--- src/rtl/prog_loader.sv ---
// ---------------------------------------------------------------------------
// prog_loader
//
// Write side of the ELVM program store. The block takes a byte stream over a
// valid/ready handshake and parses it as a load frame:
//
//   LEN (N, 0 means 256) | N words of 4 bytes, LSB first | CSUM
//
// Each complete word is written to the program RAM at incrementing addresses.
// CSUM is the XOR of all payload bytes. A mismatching CSUM, or any nonzero pad
// bit in the top byte of a word, raises err. err is meaningful once done is
// set.
//
// Ports
//   clk, rst      : clock and asynchronous active-high reset
//   start         : begin a session (only sampled in IDLE or DONE)
//   in_data       : stream byte
//   in_valid      : in_data is valid
//   in_ready      : loader accepts a byte this cycle
//   we            : program RAM write strobe, one cycle per word
//   waddr         : program RAM write address
//   wdata         : program RAM write data
//   busy          : session in progress (LEN, DATA or CSUM)
//   done          : session finished; held until next start or reset
//   err           : checksum mismatch or nonzero pad bits
//   word_count    : words written in the current or last session
//
// Every output is driven straight from a flop, so there is no combinational
// path from any input to any output.
// ---------------------------------------------------------------------------
module prog_loader #(
  parameter int WORD_W = 26,
  parameter int ADDR_W = 8
) (
  input  logic              clk,
  input  logic              rst,
  input  logic              start,
  input  logic [7:0]        in_data,
  input  logic              in_valid,
  output logic              in_ready,
  output logic              we,
  output logic [ADDR_W-1:0] waddr,
  output logic [WORD_W-1:0] wdata,
  output logic              busy,
  output logic              done,
  output logic              err,
  output logic [ADDR_W:0]   word_count
);

  // Bits of the fourth byte that belong to the word. The rest are pad bits.
  localparam int TOP_BITS = WORD_W - 24;
  localparam int ASM_W    = WORD_W - TOP_BITS;
  localparam int CNT_W    = ADDR_W + 1;

  // Word count of a full-depth load. LEN=0 selects it.
  localparam logic [CNT_W-1:0] FULL_DEPTH = {1'b1, {ADDR_W{1'b0}}};

  localparam logic [2:0] ST_IDLE = 3'd0;
  localparam logic [2:0] ST_LEN  = 3'd1;
  localparam logic [2:0] ST_DATA = 3'd2;
  localparam logic [2:0] ST_CSUM = 3'd3;
  localparam logic [2:0] ST_DONE = 3'd4;

  logic [2:0]        state_q, state_d;
  logic [CNT_W-1:0]  len_q, len_d;
  logic [1:0]        byte_idx_q, byte_idx_d;
  logic [ASM_W-1:0]  asm_q, asm_d;
  logic [7:0]        csum_q, csum_d;
  logic              we_q, we_d;
  logic [ADDR_W-1:0] waddr_q, waddr_d;
  logic [WORD_W-1:0] wdata_q, wdata_d;
  logic              err_q, err_d;
  logic [CNT_W-1:0]  word_count_q, word_count_d;
  logic              in_ready_q, in_ready_d;
  logic              busy_q, busy_d;
  logic              done_q, done_d;

  logic              xfer;
  logic [7:0]        pad_bits;
  logic [CNT_W-1:0]  count_inc;

  // in_ready is registered, so the handshake uses the flopped copy.
  assign xfer     = in_valid && in_ready_q;
  assign pad_bits = in_data >> TOP_BITS;

  // word_count never exceeds a full-depth load.
  assign count_inc = (word_count_q == FULL_DEPTH) ? word_count_q
                                                  : word_count_q + CNT_W'(1);

  always_comb begin
    state_d      = state_q;
    len_d        = len_q;
    byte_idx_d   = byte_idx_q;
    asm_d        = asm_q;
    csum_d       = csum_q;
    we_d         = 1'b0;
    waddr_d      = waddr_q;
    wdata_d      = wdata_q;
    err_d        = err_q;
    word_count_d = word_count_q;

    case (state_q)
      ST_IDLE, ST_DONE: begin
        if (start) begin
          state_d      = ST_LEN;
          word_count_d = '0;
          err_d        = 1'b0;
          csum_d       = 8'd0;
          byte_idx_d   = 2'd0;
        end
      end

      ST_LEN: begin
        if (xfer) begin
          len_d   = (in_data == 8'd0) ? FULL_DEPTH : CNT_W'(in_data);
          state_d = ST_DATA;
        end
      end

      ST_DATA: begin
        if (xfer) begin
          csum_d     = csum_q ^ in_data;
          byte_idx_d = byte_idx_q + 2'd1;
          if (byte_idx_q == 2'd3) begin
            // The fourth byte completes the word. The write goes out next
            // cycle at the pre-increment count, while the next word's first
            // byte can already be accepted.
            we_d         = 1'b1;
            waddr_d      = word_count_q[ADDR_W-1:0];
            wdata_d      = {in_data[TOP_BITS-1:0], asm_q};
            word_count_d = count_inc;
            if (pad_bits != 8'd0) begin
              err_d = 1'b1;
            end
            if (count_inc == len_q) begin
              state_d = ST_CSUM;
            end
          end else begin
            // Shift in from the top so byte0 ends up in the low bits after
            // three bytes.
            asm_d = {in_data, asm_q[ASM_W-1:8]};
          end
        end
      end

      ST_CSUM: begin
        if (xfer) begin
          if (in_data != csum_q) begin
            err_d = 1'b1;
          end
          state_d = ST_DONE;
        end
      end

      default: begin
        state_d = ST_IDLE;
      end
    endcase

    // Status outputs are decoded from the next state so that they are flops
    // aligned with the state register.
    in_ready_d = (state_d == ST_LEN) || (state_d == ST_DATA) || (state_d == ST_CSUM);
    busy_d     = in_ready_d;
    done_d     = (state_d == ST_DONE);
  end

  always_ff @(posedge clk or posedge rst) begin
    if (rst) begin
      state_q      <= ST_IDLE;
      len_q        <= '0;
      byte_idx_q   <= 2'd0;
      asm_q        <= '0;
      csum_q       <= 8'd0;
      we_q         <= 1'b0;
      waddr_q      <= '0;
      wdata_q      <= '0;
      err_q        <= 1'b0;
      word_count_q <= '0;
      in_ready_q   <= 1'b0;
      busy_q       <= 1'b0;
      done_q       <= 1'b0;
    end else begin
      state_q      <= state_d;
      len_q        <= len_d;
      byte_idx_q   <= byte_idx_d;
      asm_q        <= asm_d;
      csum_q       <= csum_d;
      we_q         <= we_d;
      waddr_q      <= waddr_d;
      wdata_q      <= wdata_d;
      err_q        <= err_d;
      word_count_q <= word_count_d;
      in_ready_q   <= in_ready_d;
      busy_q       <= busy_d;
      done_q       <= done_d;
    end
  end

  assign in_ready   = in_ready_q;
  assign we         = we_q;
  assign waddr      = waddr_q;
  assign wdata      = wdata_q;
  assign busy       = busy_q;
  assign done       = done_q;
  assign err        = err_q;
  assign word_count = word_count_q;

endmodule

--- config.mk ---
export PLATFORM = sky130hd
export DESIGN_NAME = prog_loader
export DESIGN_NICKNAME = d
export VERILOG_FILES = /design/src/rtl/prog_loader.sv
export SDC_FILE = /design/constraint.sdc
export NUM_CORES = 1
export LEC_CHECK = 0
export CORE_UTILIZATION = 45
export CTS_BUF_LIST = sky130_fd_sc_hd__clkbuf_2
export CTS_CLUSTER_SIZE = 14
export DETAILED_ROUTE_END_ITERATION = 8
export GPL_TIMING_DRIVEN = 0
export PLACE_DENSITY = 0.68
export SETUP_SLACK_MARGIN = 0.02
export SYNTH_ARGS = -nofsm -noshare
export SYNTH_HDL_FRONTEND = slang
export SYNTH_SLANG_ARGS = --single-unit
export TNS_END_PERCENT = 100
--- constraint.sdc ---
create_clock -name clk -period 4.62 [get_ports clk]
set_input_delay 0.693 -clock clk [delete_from_list [all_inputs] [get_ports clk]]
set_output_delay 0.693 -clock clk [all_outputs]
set_load 0.02 [all_outputs]
==> results of run 1 <==
state kept, by name, summed over array words and instances (netlist names):
register    flops
wdata          26
csum_q          8
byte_idx_q      2
asm_q          24
busy            1
done            1
word_count      9
len_q           9
state_q         3
err             1
waddr           8
we              1
layout make-up:
class | instances | area, µm² | share of cell area
well taps | 108 | 135.1 | 0.02691
clock inverters | 6 | 71.32 | 0.01420
multi-input cells | 270 | 1693 | 0.3372
clock buffers | 9 | 45.04 | 0.008971
inverters | 4 | 17.52 | 0.003489
flip-flops and latches | 93 | 2327 | 0.4635
plain buffers | 20 | 113.9 | 0.02268
repair buffers | 60 | 618.1 | 0.1231
path summary, 6_finish.rpt:
kind | depth (start not counted) | endpoint | startpoint | slack (ns)
worst max register to register | 6 | asm_q[17] | state_q[2] | 2.46
min in group clk | 2 | wdata[4] | asm_q[4] | 0.49
worst max-delay path | 1 | word_count[3] | word_count[3] | 2.15
max in group asynchronous | 3 | byte_idx_q[0] | rst | 3.52
worst min-delay path | 2 | asm_q[3] | rst | 0.46
worst min register to register | 2 | wdata[4] | asm_q[4] | 0.49
synth_stat cells, types with 3 or more instances:
| cell type | number | area, µm² |
|---|---|---|
| dfrtp_1 | 93 | 2327 |
| o21ai_0 | 4 | 20.02 |
| a21oi_1 | 4 | 20.02 |
| nand2b_1 | 3 | 18.77 |
| nand2_1 | 95 | 356.6 |
| nor2_1 | 18 | 67.56 |
| nand3_1 | 9 | 45.04 |
| mux2_1 | 36 | 405.4 |
| inv_1 | 3 | 11.26 |
| ha_1 | 3 | 37.54 |
| buf_2 | 7 | 35.03 |
| nor4_1 | 3 | 18.77 |
| clkbuf_1 | 6 | 22.52 |
| and2_1 | 6 | 37.54 |
| xnor2_1 | 9 | 78.83 |
| o31ai_1 | 4 | 30.03 |
| xor2_1 | 14 | 122.6 |
| o21ai_1 | 27 | 135.1 |
| nand4_1 | 3 | 18.77 |
| buf_4 | 4 | 30.03 |
| nor3_1 | 3 | 15.01 |
kinds of logic (layout without fill, tap and decap cells):
family	Yosys count	after routing
multiplexers	38	38
AND/OR/NAND/NOR	153	153
AO/OA/AOI/OAI	53	53
flip-flops	93	93
buffers and inverters	24	99
adder cells (fa/ha/maj)	3	3
XOR/XNOR	23	23
power by group through the flow:
stage               combinational (mW)  sequential (mW)  clock, mW
floorplan                        0.440             1.23          0
global placement                 0.654             1.22          0
detailed placement               0.682             1.23          0
CTS                              0.685             1.21      0.414
global route                     0.755             1.25      0.451
finish                           0.677             1.21      0.400
metrics by stage:
| step | hold WS, ns | cells | area [µm²] |
|---|---|---|---|
| global route | 0.4257 | 570 | 5021 |
| CTS | 0.4557 | 570 | 5021 |
| global placement | 0.4445 | 554 | 4875 |
| finish | 0.4633 | 570 | 5021 |
| floorplan | 0.4315 | 387 | 4149 |
| detailed placement | 0.4574 | 555 | 4905 |
layer usage:
| metal | part of all wire | vias up | track usage |
|---|---|---|---|
| met2 | 0.46 | 52 | 0.2909 |
| met4 | 0.012 | 0 | 0.06993 |
| met1 | 0.50 | 1470 | 0.2771 |
| met5 | 0 | - | 0 |
| li1 | - | 1454 | - |
| met3 | 0.026 | 9 | 0.03221 |
==> impl_metrics.ini, run 1 <==
[worst_setup_path]
cp.required_ns = 3.93
crit_chain = clkdlybuf4s50_1
crit_arrival_ns = 1.78
start_kind = flop
cpLargestDelayFamily = buffers and inverters
critPathBufInv = 1
crit_path_max_incr_delay_ns = 0.67
crit_type = reg -> out
critPathSlowestCell = clkdlybuf4s50_1
worstSetupEndpointType = primary output
crit_fanout = 8

[route]
drtIter0Drc = 165
avgViaCountPerCell = 5.237
wl_per_cell_um = 14.60
via_count = 2985
dr.pass1.iters = 6
routed_wl_um = 8321
antenna_left = 0
drc = 6

[cts]
cts_sinks = 93
clock_latency_ns = 0.54
htreeDepth = 3
cts_resized = 0
clkSlewWorstSetupHoldPaths_ns = 0.27
postCtsSetupBuffers = 0
cts-root-buf = clkbuf_2
postCtsHoldBufs = 0
cts_tree = done
cts_made_buffers = 9
cts_buffer_depth = 2

[synthesis]
synth-adder-area-share = 0.009047
netlist_area_mm2 = 0.004149
ys_warn_count = 0
yosys_most_used_dff = dfrtp_1
synth_mux_area_frac = 0.1031
synth_nets = 402
synth_top_family_by_area = simple AND/OR/NAND/NOR gates
synth-edff-count = 0
synthXorXnorAreaFrac = 0.04855
ys_seq_area_frac = 0.5609
synthCells = 387
synth-seq-cells = 93
async_flop_share = 1.000
synth-compound-area-share = 0.07720
ys_types = 44
syn_avg_cell_area_um2 = 10.72
yosys.area_share.simple = 0.1701

[power_and_ir_drop]
peakVddDrop_mv = 0.1904
switching_share = 0.3419
clockPowerShare = 0.175
cellInternalPower_mw = 1.506
combPwrFrac = 0.296
finalPower_mw = 2.288
seqPwrFrac = 0.529
netSwitchingPower_mw = 0.7823
pwr_density_cell_mw_per_mm2 = 455.8
p_leak_nw = 2.358

[global_route]
antenna_found_initial = 0
grt_first_pass_wirelength_um = 14570
gr-total-overflow = 0
grt_util_all_layers = 0.1915
grt_max_degree = 61
grt_pass1_vias = 2966

[timing]
fmax_mhz = 404.1
fin_setup_tns_ns = 0
finalClockSkew_ns = 0.03203
hold_viol = 0
maxSlewViolCount = 0
min_period_ns = 2.475
setup_viol = 0
rsz0062_at_grt = false
maxSlewHeadroom = 0.4171
final.setup.worst_slack_ns = 2.145
tightestPinTransition_ns = 0.8743
timing.final.crit_share = 0.5357

[die]
die_x_um = 98.02
dieArea_mm2 = 0.009608
die_y_um = 98.02
rows = 34
num_io_pins = 60
core_area_mm2 = 0.008806
start_util = 0.4712

[finish]
final_common_cell = nand2_1
fillCellCount = 784
layout-drive-gt1-share = 0.08442
diodes = 0
final_cell_mix = 95 x nand2_1, 93 x dfrtp_1, 59 x clkdlybuf4s50_1
fin_util = 0.5702
area.growth.synth_to_final_pct = 21.02
nets = 473

[placed_design]
port_buffers = 59
hpwl_um = 5962
dp_slack_ns = 1.760
routabilityCongestion = 0.8279

[run_status]
status = finished, violations left
violations = DRC

[job]
cap_violations = 0

[worst_hold_path]
min-delay-path-class = in -> async
Power figures use the tool's default switching activity.
==> run 2: changes to the inputs <==
--- a/config.mk
+++ b/config.mk
@@ -10,7 +10,7 @@
 export CTS_CLUSTER_SIZE = 14
 export DETAILED_ROUTE_END_ITERATION = 8
 export GPL_TIMING_DRIVEN = 0
-export PLACE_DENSITY = 0.68
+export PLACE_DENSITY = 0.71
 export SETUP_SLACK_MARGIN = 0.02
 export SYNTH_ARGS = -nofsm -noshare
 export SYNTH_HDL_FRONTEND = slang
==> constraint.sdc (replaced) <==
create_clock -name clk -period 2.1 [get_ports clk]
set_input_delay 0.315 -clock clk [delete_from_list [all_inputs] [get_ports clk]]
set_output_delay 0.315 -clock clk [all_outputs]
set_load 0.02 [all_outputs]
==> run 2 against run 1 <==
Net effect: the flow still finishes with violations (DRC); sequential share of layout area shrank 0.93 points; power is 120% higher; clock power grew 130%; register-to-register slack worse by 2.4 ns; via count grew 2.9%; largest cell class unchanged; highest routed layer unchanged.
==> impl_metrics.ini, run 2 (same netlist as run 1, synthesis figures left out) <==
[worst_setup_path]
crit_chain = clkdlybuf4s50_1
worstSetupEndpointType = primary output
crit_fanout = 8
critPathBufInv = 1
crit_type = reg -> out
start_kind = flop
r2r_cells = 7
critPathSlowestCell = clkdlybuf4s50_1
cp.required_ns = 1.78
reg2reg_slack_ns = 0.1
crit_path_max_incr_delay_ns = 0.63
cpLargestDelayFamily = buffers and inverters
crit_arrival_ns = 1.69
reg2reg_to = state_q[0]
r2r_start = word_count[1]

[finish]
fin_area_mm2 = 0.005137
diodes = 0
layout-drive-gt1-share = 0.1253
largest_reg_flops = 26
fillCellCount = 765
final_cell_mix = 94 x nand2_1, 88 x dfrtp_1, 59 x clkdlybuf4s50_1
final_common_cell = nand2_1
nets = 481
fin_util = 0.5834
area.growth.synth_to_final_pct = 23.82

[power_and_ir_drop]
netSwitchingPower_mw = 1.768
switching_share = 0.3452
peakVddDrop_mv = 0.5016
clockPowerShare = 0.177
combPwrFrac = 0.302
cellInternalPower_mw = 3.354
p_leak_nw = 2.414
seqPwrFrac = 0.522
finalPower_mw = 5.122
pwr_density_cell_mw_per_mm2 = 997.0

[job]
cap_violations = 0

[route]
routed_wl_um = 8585
via_count = 3071
dr.pass1.iters = 6
drtIter0Drc = 138
drc = 3
antenna_left = 0
wl_per_cell_um = 14.83
avgViaCountPerCell = 5.304

[cts]
cts_tree = done
cts_sinks = 93
cts_made_buffers = 9
cts_buffer_depth = 2
clkSlewWorstSetupHoldPaths_ns = 0.24
cts-root-buf = clkbuf_2
postCtsHoldBufs = 0
htreeDepth = 3
clock_latency_ns = 0.55

[placed_design]
port_buffers = 59
dp_slack_ns = -0.3821
dpl-instance-area_mm2 = 0.004918
routabilityCongestion = 0.8267
hpwl_um = 6116

[timing]
setup_viol = 0
hold_viol = 0
min_period_ns = 2.003
finalClockSkew_ns = 0.02952
fmax_mhz = 499.3
tightestPinTransition_ns = 0.4775
whs_ns = 0.07412
final.setup.worst_slack_ns = 0.09732
rsz0062_at_grt = true
maxSlewViolCount = 0
maxSlewHeadroom = 0.6816
timing.final.crit_share = 0.9537

[global_route]
gr-total-overflow = 0
grt_pass1_vias = 2935
grt_max_degree = 41
antenna_found_initial = 0
grt_util_all_layers = 0.1919
grt_first_pass_wirelength_um = 14410

[die]
die_y_um = 98.02
start_util = 0.4712
die_x_um = 98.02
rows = 34
dieArea_mm2 = 0.009608
core_area_mm2 = 0.008806
num_io_pins = 60

[run_status]
violations = DRC
status = finished, violations left

[worst_hold_path]
min-delay-path-class = in -> async
[run 2: final cells by class]
class / count / area, µm² / share of cell area
timing repair buffer: 69 / 690.7 / 0.1344
tap: 108 / 135.1 / 0.02630
inverter: 4 / 18.77 / 0.003653
clock inverter: 6 / 68.82 / 0.01340
buffer: 19 / 115.1 / 0.02241
sequential: 93 / 2333 / 0.4542
multi-input combinational: 270 / 1725 / 0.3358
clock buffer: 10 / 50.05 / 0.009742
[run 2: layer usage]
layer  wire [µm]  GRT usage  up-vias
met5           0          0        -
met4         147    0.08858        0
met3         337    0.02720       12
met2        4047     0.2952       76
met1        4054     0.2701     1516
li1            -          -     1467
[run 2: worst max-delay path by stage]
| stage | to | depth (start not counted) | slack [ns] | startpoint |
|---|---|---|---|---|
| 2_1_floorplan | state_q[0] | 7 | 0.17 | word_count[0] |
| 3_3_place_gp | asm_q[4] | 7 | -0.34 | in_valid |
| 3_5_place_dp | asm_q[16] | 7 | -0.38 | in_valid |
| 4_1_cts | asm_q[16] | 6 | 0.06 | state_q[2] |
| 5_1_grt | wdata[3] | 8 | -0.07 | state_q[2] |
| 6_report | word_count[4] | 1 | 0.1 | word_count[4] |
[run 2: timing repair]
item	in CTS	in global routing
setup endpoints to repair	35	49
pin swaps	0	3
resized for setup	9	5
buffers inserted	5	3
[run 2: power by group through the flow]
stage / Clock (mW) / Combinational, mW / Sequential [mW]
4_1_cts: 0.931 / 1.52 / 2.67
3_5_place_dp: 0 / 1.50 / 2.72
5_1_grt: 1.01 / 1.70 / 2.75
6_report: 0.904 / 1.54 / 2.67
2_1_floorplan: 0 / 0.968 / 2.71
3_3_place_gp: 0 / 1.43 / 2.69
[run 2: stage by stage]
step / TNS (ns) / std cells
6_report: 0 / 579
5_1_grt: -0.6767 / 579
3_3_place_gp: -37.74 / 554
3_5_place_dp: -15.88 / 556
4_1_cts: 0 / 577
2_1_floorplan: 0 / 387
